## src/rtl/pq_pkg.sv

```systemverilog
// Shared types and constants for the priority-queue drain block.
//  KEY_WIDTH / VAL_WIDTH / KV_WIDTH : geometry of one queue entry
//  kv_t           : packed {key, val}. The key occupies the upper bits.
//  drain_state_t  : drain FSM states
//  key_out_of_order() : key-ordering rule used by the order checker
package pq_pkg;

  localparam int KEY_WIDTH = 8;
  localparam int VAL_WIDTH = 8;
  localparam int KV_WIDTH  = KEY_WIDTH + VAL_WIDTH;

  typedef struct packed {
    logic [KEY_WIDTH-1:0] key;
    logic [VAL_WIDTH-1:0] val;
  } kv_t;

  typedef enum logic [1:0] {
    S_IDLE = 2'd0,
    S_RUN  = 2'd1,
    S_DONE = 2'd2
  } drain_state_t;

  // True when cur breaks the ordering against the previous key. Keys are unsigned.
  // Equal keys are never a violation.
  function automatic logic key_out_of_order(input logic [KEY_WIDTH-1:0] last_key,
                                            input logic [KEY_WIDTH-1:0] cur_key,
                                            input logic                 min_first);
    return min_first ? (cur_key < last_key) : (cur_key > last_key);
  endfunction

endpackage

```

## src/rtl/pq_skid2.sv

```systemverilog
// Two-entry FIFO skid buffer of kv_t with a valid/ready output.
//  clk, rst        : clock and synchronous active-high reset
//  push, push_kv   : write one entry this cycle. The caller must respect slots_free.
//  out_valid       : buffer non-empty
//  out_ready       : downstream takes out_kv this cycle
//  out_kv          : oldest entry
//  slots_free      : room for a push this cycle. It includes an entry leaving on this
//                    same cycle's handshake, so a full buffer with out_ready=1 still
//                    accepts one push.
module pq_skid2
  import pq_pkg::*;
(
  input  logic       clk,
  input  logic       rst,
  input  logic       push,
  input  kv_t        push_kv,
  output logic       out_valid,
  input  logic       out_ready,
  output kv_t        out_kv,
  output logic [1:0] slots_free
);

  kv_t        head_q;   // oldest entry, drives out_kv
  kv_t        tail_q;   // second entry, valid only when count_q == 2
  logic [1:0] count_q;
  logic       pop;

  assign out_valid  = (count_q != 2'd0);
  assign out_kv     = head_q;
  assign pop        = out_valid && out_ready;
  assign slots_free = 2'd2 - count_q + {1'b0, pop};

  always_ff @(posedge clk) begin
    if (rst) begin
      // NOTE: the data registers are reset as well as the count, so out_kv reads
      // zero after reset and not a stale pair.
      count_q <= 2'd0;
      head_q  <= '0;
      tail_q  <= '0;
    end else begin
      if (pop) begin
        if (count_q == 2'd2) begin
          head_q <= tail_q;
          if (push) tail_q <= push_kv;
        end else if (push) begin
          head_q <= push_kv;
        end
      end else if (push) begin
        if (count_q == 2'd0) head_q <= push_kv;
        else                 tail_q <= push_kv;
      end
      count_q <= count_q + {1'b0, push} - {1'b0, pop};
    end
  end

endmodule

```

## src/rtl/pq_drain.sv

```systemverilog
// Dequeue-side master for the shift-register priority queue.
// It pops the queue head whenever the skid buffer has room. The popped pairs stream out
// through a 2-entry valid/ready buffer. A drain runs either continuously (burst_len = 0)
// until stop, or for a counted burst.
// order_err is a sticky flag. It is set when a pop breaks key order against the previous
// pop, and only if no enqueue happened in between.
//  clk, rst            : clock and synchronous active-high reset
//  start, burst_len    : begin a drain from IDLE. burst_len = 0 means continuous.
//  stop                : end a continuous drain or abort a burst
//  pq_empty, pq_kvo    : queue status and head {key,val}
//  pq_enq              : enqueue strobe seen by the queue. Only monitored here.
//  pq_deq              : pop the head this cycle. pq_kvo is captured at this edge.
//  out_valid, out_ready, out_kv : popped-pair stream
//  busy, done, order_err        : status
module pq_drain
  import pq_pkg::*;
#(
  parameter int BURST_W   = 8,
  parameter bit MIN_FIRST = 1'b1
) (
  input  logic                clk,
  input  logic                rst,
  input  logic                start,
  input  logic [BURST_W-1:0]  burst_len,
  input  logic                stop,
  input  logic                pq_empty,
  input  logic [KV_WIDTH-1:0] pq_kvo,
  input  logic                pq_enq,
  output logic                pq_deq,
  output logic                out_valid,
  input  logic                out_ready,
  output logic [KV_WIDTH-1:0] out_kv,
  output logic                busy,
  output logic                done,
  output logic                order_err
);

  drain_state_t         state_q;
  logic [BURST_W-1:0]   len_q;       // burst length latched at start
  logic [BURST_W-1:0]   cnt_q;       // pops issued in this drain
  logic [KEY_WIDTH-1:0] base_key_q;  // key of the previous pop
  logic                 base_valid_q;
  logic [1:0]           slots_free;
  logic                 last_pop;
  logic [KEY_WIDTH-1:0] pop_key;
  kv_t                  buf_kv;

  assign pop_key = pq_kvo[KV_WIDTH-1 -: KEY_WIDTH];

  // stop wins over a pop in the same cycle. rst removes the pop immediately, so the
  // queue never loses an entry that the buffer is about to discard.
  assign pq_deq = !rst && (state_q == S_RUN) && !pq_empty && (slots_free != 2'd0) && !stop
                  && ((len_q == '0) || (cnt_q < len_q));

  assign last_pop = pq_deq && (len_q != '0) && (cnt_q + BURST_W'(1) == len_q);

  pq_skid2 u_skid (
    .clk        (clk),
    .rst        (rst),
    .push       (pq_deq),
    .push_kv    (kv_t'(pq_kvo)),
    .out_valid  (out_valid),
    .out_ready  (out_ready),
    .out_kv     (buf_kv),
    .slots_free (slots_free)
  );

  assign out_kv = buf_kv;

  // Drain FSM. busy and done are registered alongside the state.
  always_ff @(posedge clk) begin
    if (rst) begin
      state_q <= S_IDLE;
      len_q   <= '0;
      cnt_q   <= '0;
      busy    <= 1'b0;
      done    <= 1'b0;
    end else begin
      done <= 1'b0;
      unique case (state_q)
        S_IDLE: begin
          if (start) begin
            state_q <= S_RUN;
            busy    <= 1'b1;
            len_q   <= burst_len;
            cnt_q   <= '0;
          end
        end
        S_RUN: begin
          if (pq_deq) cnt_q <= cnt_q + BURST_W'(1);
          if (stop || last_pop) begin
            state_q <= S_DONE;
            done    <= 1'b1;
          end
        end
        S_DONE: begin
          state_q <= S_IDLE;
          busy    <= 1'b0;
        end
        default: begin
          state_q <= S_IDLE;
          busy    <= 1'b0;
        end
      endcase
    end
  end

  // Order checker. The baseline follows the latest pop. An enqueue may legally place a
  // smaller or larger key at the head, so an enqueue drops the baseline.
  always_ff @(posedge clk) begin
    if (rst) begin
      base_key_q   <= '0;
      base_valid_q <= 1'b0;
      order_err    <= 1'b0;
    end else begin
      if (pq_deq) begin
        if (base_valid_q && key_out_of_order(base_key_q, pop_key, MIN_FIRST))
          order_err <= 1'b1;
        base_key_q   <= pop_key;
        base_valid_q <= 1'b1;
      end
      // NOTE: the last non-blocking assignment to a register wins. An enqueue therefore
      // invalidates the baseline even in a cycle that also pops. That cycle's compare
      // has already used the old value.
      if (pq_enq) base_valid_q <= 1'b0;
    end
  end

endmodule
```

## config.mk

```make
export PLATFORM = sky130hd
export DESIGN_NAME = pq_drain
export DESIGN_NICKNAME = d
export VERILOG_FILES = /design/src/rtl/pq_pkg.sv /design/src/rtl/pq_skid2.sv /design/src/rtl/pq_drain.sv
export SDC_FILE = /design/constraint.sdc
export NUM_CORES = 1
export LEC_CHECK = 0
export ABC_AREA = 0
export ABC_CLOCK_PERIOD_IN_PS = 7300
export CAP_MARGIN = 0
export CORE_MARGIN = 2
export CORE_UTILIZATION = 40
export CTS_CLUSTER_SIZE = 10
export DETAILED_ROUTE_END_ITERATION = 10
export PLACE_DENSITY = 0.69
export REMOVE_ABC_BUFFERS = 1
export SYNTH_ARGS = -nofsm -noshare
export SYNTH_HDL_FRONTEND = slang
export SYNTH_SLANG_ARGS = --single-unit
```

## constraint.sdc

```tcl
create_clock -name clk -period 7.3 [get_ports clk]
set_input_delay 0.73 -clock clk [delete_from_list [all_inputs] [get_ports clk]]
set_output_delay 0.73 -clock clk [all_outputs]
set_load 0.1 [all_outputs]
```

==> results of run 1 <==
cells in the mapped netlist, drive strengths merged, types with 2 or more instances:
library cell,count
a211oi,3
a21oi,51
a22o,16
a31oi,2
buf,7
clkbuf,17
dfxtp,64
ha,19
inv,21
mux2i,17
nand2,73
nand2b,3
nand3,23
nand4,4
nor2,26
nor2b,8
nor3,3
o21a,2
o21ai,9
o22ai,2
or2,2
or3,3
or4,3
xnor2,9
xor2,2
flip-flops by register name (all words and copies together) (netlist names):
| signal | flops |
|---|---|
| order_err | 1 |
| base_valid_q | 1 |
| len_q | 8 |
| u_skid.out_kv | 16 |
| cnt_q | 8 |
| done | 1 |
| u_skid.count_q | 2 |
| base_key_q | 8 |
| u_skid.tail_q | 16 |
| busy | 1 |
| state_q | 2 |
logic make-up after synthesis:
family          Yosys count  synth area share
mux                      18            0.0552
flops                    64             0.390
simple gates            156             0.226
xor+xnor                 11            0.0293
buf+inv                  45            0.0541
fa+ha+maj                19            0.0724
compound gates           91             0.173
path summary, 6_finish.rpt:
| check | from | endpoint | slack [ns] | depth (start not counted) |
|---|---|---|---|---|
| hold reg to reg | base_key_q[0]$_SDFFE_PP0N_ | base_key_q[0]$_SDFFE_PP0N_ | 0.46 | 2 |
| setup / recovery | out_ready | pq_deq | 2.23 | 9 |
| setup reg to reg | u_skid.count_q[1]$_SDFF_PP0_ | u_skid.count_q[1]$_SDFF_PP0_ | 4.06 | 14 |
| hold / removal | base_key_q[0]$_SDFFE_PP0N_ | base_key_q[0]$_SDFFE_PP0N_ | 0.46 | 2 |
critical path: stages:
cell	delay, ns
clkdlybuf4s50_1	0.59
nand2_1	0.12
ha_1	0.21
xnor2_1	0.16
nor2_1	0.09
nor4b_4	0.39
nand3_2	0.37
inv_1	0.45
clkdlybuf4s50_1	1.22
through the flow:
stage | std cells | area [um^2] | hold slack [ns]
2_1_floorplan | 380 | 3190 | 0.430
4_1_cts | 554 | 4050 | 0.459
3_5_place_dp | 538 | 3840 | 0.449
5_1_grt | 554 | 4050 | 0.487
3_3_place_gp | 538 | 3840 | 0.443
6_report | 554 | 4050 | 0.455
power breakdown:
part           leakage [nW]  switching [W]  internal [W]
clock network        0.0989       0.000151      0.000168
registers             0.518      0.0000155      0.000369
logic                 0.952       0.000206     0.0000896
per-layer routing:
metal  up-vias  part of all wire  routed length [um]
li1       1479                 -                   -
met1      1367              0.47                3360
met2        36              0.47                3380
met3        11             0.033                 236
met4         0             0.020                 143
met5         -                 0                   0
layout make-up:
type | count | area (um^2) | area share
multi-input combinational | 295 | 1830 | 0.452
sequential | 64 | 1280 | 0.317
timing repair buffer | 53 | 520 | 0.129
clock buffer | 10 | 138 | 0.0340
tap | 105 | 131 | 0.0325
inverter | 21 | 78.8 | 0.0195
clock inverter | 6 | 67.6 | 0.0167
==> flow_summary.yaml, run 1 <==
sta:
  min_period_ns: 5.07
  fin_ws_ns: 2.23
  final.setup.tns_ns: 0
  rsz0062_at_grt: "false"
  finalMaxSlewViolations: 0
  hold_viol_final: 0
  finalSetupViolCount: 0
  worst_slew_pin_slew_ns: 0.970
  fin_skew_ns: 0.0105
  fmax_mhz: 197
  relSlewSlack: 0.351
  final_min_period_over_clock_period: 0.695
clock_tree:
  cts-root-buf: "clkbuf_8"
  cts-resized-gates: 0
  htree_levels: 3
  clock_latency_ns: 0.36
  cts.path.max_buffers: 2
  clk_pin_slew_worst_paths_ns: 0.07
  cts-hold-fix-buffers: 0
  postCtsSetupBuffers: 0
  clkSinkCount: 64
  cts_tree: "built"
  cts_buffers: 9
floorplan:
  ios: 52
  core-area_um2: 8090
  row_count: 33
  die-area_um2: 8950
  fp.dieW_um: 94.6
  die_y_um: 94.6
  initial_core_util: 0.406
logic_synthesis:
  ys_seq_area_frac: 0.390
  synthFlopType: "dfxtp_1"
  synth_top_area_cell: "dfxtp_1"
  yosys_warnings: 0
  syn_area_um2: 3280
  synth-seq-cells: 64
  syn-instance-count: 404
  synth_edf_count: 0
  synth.area.top_cells: "dfxtp_1, nand2_1, a21oi_1"
  ys_types: 46
  synth.avg_cell_area_um2: 8.13
  async_reset_ff_frac: 0
  synth_top_area_frac: 0.390
final_layout:
  fin_util: 0.500
  diodes: 0
  nNetsFinal: 494
  nFillCells: 802
  mostFrequentLayoutCells: "nand2_1, dfxtp_1, a21oi_1"
  layout.cells.most_common: "nand2_1"
  drive_above_1_share: 0.0668
  area_delta_synth_final_pct: 23.2
setup_path:
  worstPathMaxFanout: 16
  path_class: "primary input to primary output"
  crit_path_end_kind: "primary output"
  cp.required_ns: 6.57
  cp-start-kind: "primary input"
  arrival_ns: 4.34
grt:
  grt_use_met1: 0.217
  grtUsageTotal: 0.174
  grt_busiest_layer: "met2"
  use_met3: 0.0519
  grt_antenna_before_repair: 0
  grt_overflow: 0
  grtUsageMet2: 0.284
  grt_pass1_vias: 2727
  grt_pass1_wl_um: 12200
  grt_max_degree: 65
detailed_routing:
  drcViolationCount: 0
  postRouteAntennaNets: 0
  num_vias: 2893
  vias_per_cell: 5.22
  drt_pass1_iterations: 4
  routed_wl_um: 7130
  drtIter0Drc: 138
  avgRoutedWirePerCell_um: 12.9
place:
  hpwl_um: 4840
  io_buffers: 51
  place_ws_ns: 2.22
  gp_congestion: 0.822
power_and_ir_drop:
  power.leakage_nw: 1.57
  p_total_w: 0.00100
  powerDensity_nw_per_um2: 247
  ir_worst_vdd_uv: 310
status:
  status: "finished, final reports clean"
job:
  drv_cap: 0
min_path:
  hp-class: "flop to flop"
(Power assumes the default switching activity.)
==> run 2, diff against run 1 <==
ABC_CLOCK_PERIOD_IN_PS = 4100   (was 7300)
PLACE_DENSITY = 0.72   (was 0.69)
clock period = 4.1 ns   (was 7.3 ns; I/O delays follow)
==> run 2 against run 1 <==
  * Core utilization shrank 0.20 points
  * Sequential power grew 78%
  * Cell count is the same
  * Global-route usage shrank 0.57 points
  * Count of clock-buffer cells in the layout is the same
  * Design area shrank 0.40%
  * Register-to-register slack lost 3.2 ns
  * Critical path type is now flop to primary output
  * Critical endpoint unchanged
==> flow_summary.yaml, run 2 (synthesis gave the netlist of run 1 again) <==
status:
  status: "finished, final reports clean"
sta:
  min_period_ns: 3.46
  rsz0062_at_grt: "false"
  hold_viol_final: 0
  final.setup.tns_ns: 0
  finalMaxSlewViolations: 0
  fmax_mhz: 289
  final_min_period_over_clock_period: 0.844
  relSlewSlack: 0.333
  fin_ws_ns: 0.638
  fin_skew_ns: 0.0103
  finalSetupViolCount: 0
  worst_slew_pin_slew_ns: 0.997
grt:
  grtUsageTotal: 0.168
  grt_max_degree: 64
  grt_pass1_vias: 2773
  grt_pass1_wl_um: 12000
  grt_antenna_before_repair: 0
  grt_overflow: 0
final_layout:
  fin_util: 0.498
  drive_above_1_share: 0.0690
  nNetsFinal: 495
  diodes: 0
  finalNonFillerCells: 554
  fin_area_um2: 4030
  layout.cells.most_common: "nand2_1"
  area_delta_synth_final_pct: 22.7
  mostFrequentLayoutCells: "nand2_1, dfxtp_1, a21oi_1"
floorplan:
  fp.dieW_um: 94.6
  core-area_um2: 8090
  die_y_um: 94.6
  ios: 52
  die-area_um2: 8950
  initial_core_util: 0.406
  row_count: 33
power_and_ir_drop:
  p_comb_frac: 0.311
  intPower_w: 0.00105
  swShare: 0.378
  clockPowerShare: 0.283
  ir_worst_vdd_uv: 374
  power.net_switching_w: 0.000638
  power.leakage_nw: 1.56
  powerDensity_nw_per_um2: 419
  seq_power_share: 0.406
place:
  hpwl_um: 4850
  place_ws_ns: 0.542
  placed_area_um2: 3860
  dp.cells: 539
  io_buffers: 51
  gp_congestion: 0.799
setup_path:
  crit_start: "u_skid.count_q[1]$_SDFF_PP0_"
  crit_path_end_kind: "primary output"
  worstPathMaxFanout: 16
  cp-start-kind: "flop"
  arrival_ns: 3.05
  cp.required_ns: 3.69
  path_class: "flop to primary output"
  critical_path.reg2reg.startpoint: "u_skid.count_q[1]$_SDFF_PP0_"
detailed_routing:
  drt_pass1_iterations: 4
  drcViolationCount: 0
  vias_per_cell: 5.21
  avgRoutedWirePerCell_um: 12.6
  postRouteAntennaNets: 0
  routed_wl_um: 7000
  num_vias: 2889
  drtIter0Drc: 140
min_path:
  hp-class: "flop to flop"
  min_from: "base_key_q[3]$_SDFFE_PP0N_"
clock_tree:
  cts-root-buf: "clkbuf_8"
  cts_tree: "built"
  cts.path.max_buffers: 2
  cts-hold-fix-buffers: 0
  cts-resized-gates: 0
  clkSinkCount: 64
  clk_pin_slew_worst_paths_ns: 0.07
  postCtsSetupBuffers: 0
  htree_levels: 3
  cts_buffers: 9
  clock_latency_ns: 0.35
job:
  drv_cap: 0
-- run 2: changes by cell type in the layout (fill, tap and decap cells not counted), sizes merged --
cell	before	now
clkdlybuf4s50	50	49
bufinv	1	0
inv	22	21
buf	3	5
clkinv	2	3
-- run 2: worst max-delay path, cell delays in order, from the launching register on --
cell and delay (ns):
dfxtp_1 0.36, nor2_1 0.22, inv_1 0.09, nand2_1 0.10, inv_1 0.05, ha_1 0.26
inv_1 0.08, nor2_1 0.07, nor4b_4 0.39, nand3_2 0.37, inv_1 0.48, buf_12 0.24
-- run 2: area by class of cell --
type	instances	area (um^2)
Tap cell	105	131
Sequential cell	64	1280
Fill cell	819	4060
Clock inverter	5	33.8
Timing Repair Buffer	54	538
Multi-Input combinational cell	295	1830
Inverter	21	78.8
Clock buffer	10	138
-- run 2: worst paths after layout --
path,to,slack [ns],cells after the start
setup / recovery,pq_deq,0.64,11
hold / removal,base_key_q[3]$_SDFFE_PP0N_,0.45,2
hold reg to reg,base_key_q[3]$_SDFFE_PP0N_,0.45,2
setup reg to reg,u_skid.count_q[1]$_SDFF_PP0_,0.89,14
-- run 2: layer usage --
metal / GRT usage / part of all wire
met1: 0.194 / 0.45
met2: 0.296 / 0.49
met3: 0.0399 / 0.038
met4: 0.0700 / 0.016
met5: 0 / 0
-- run 2: power by group through the flow --
stage               sequential [W]  clock, W  combinational, W
floorplan                 0.000830         0          0.000251
global placement          0.000698         0          0.000515
detailed placement        0.000700         0          0.000527
CTS                       0.000686  0.000493          0.000529
global route              0.000691  0.000517          0.000565
finish                    0.000686  0.000477          0.000525
-- run 2: through the flow --
step	total power [W]	hold slack, ns
after floorplan	0.00108	0.430
after global placement	0.00121	0.442
after detailed placement	0.00123	0.448
after CTS	0.00171	0.457
after global routing	0.00177	0.475
final	0.00169	0.454
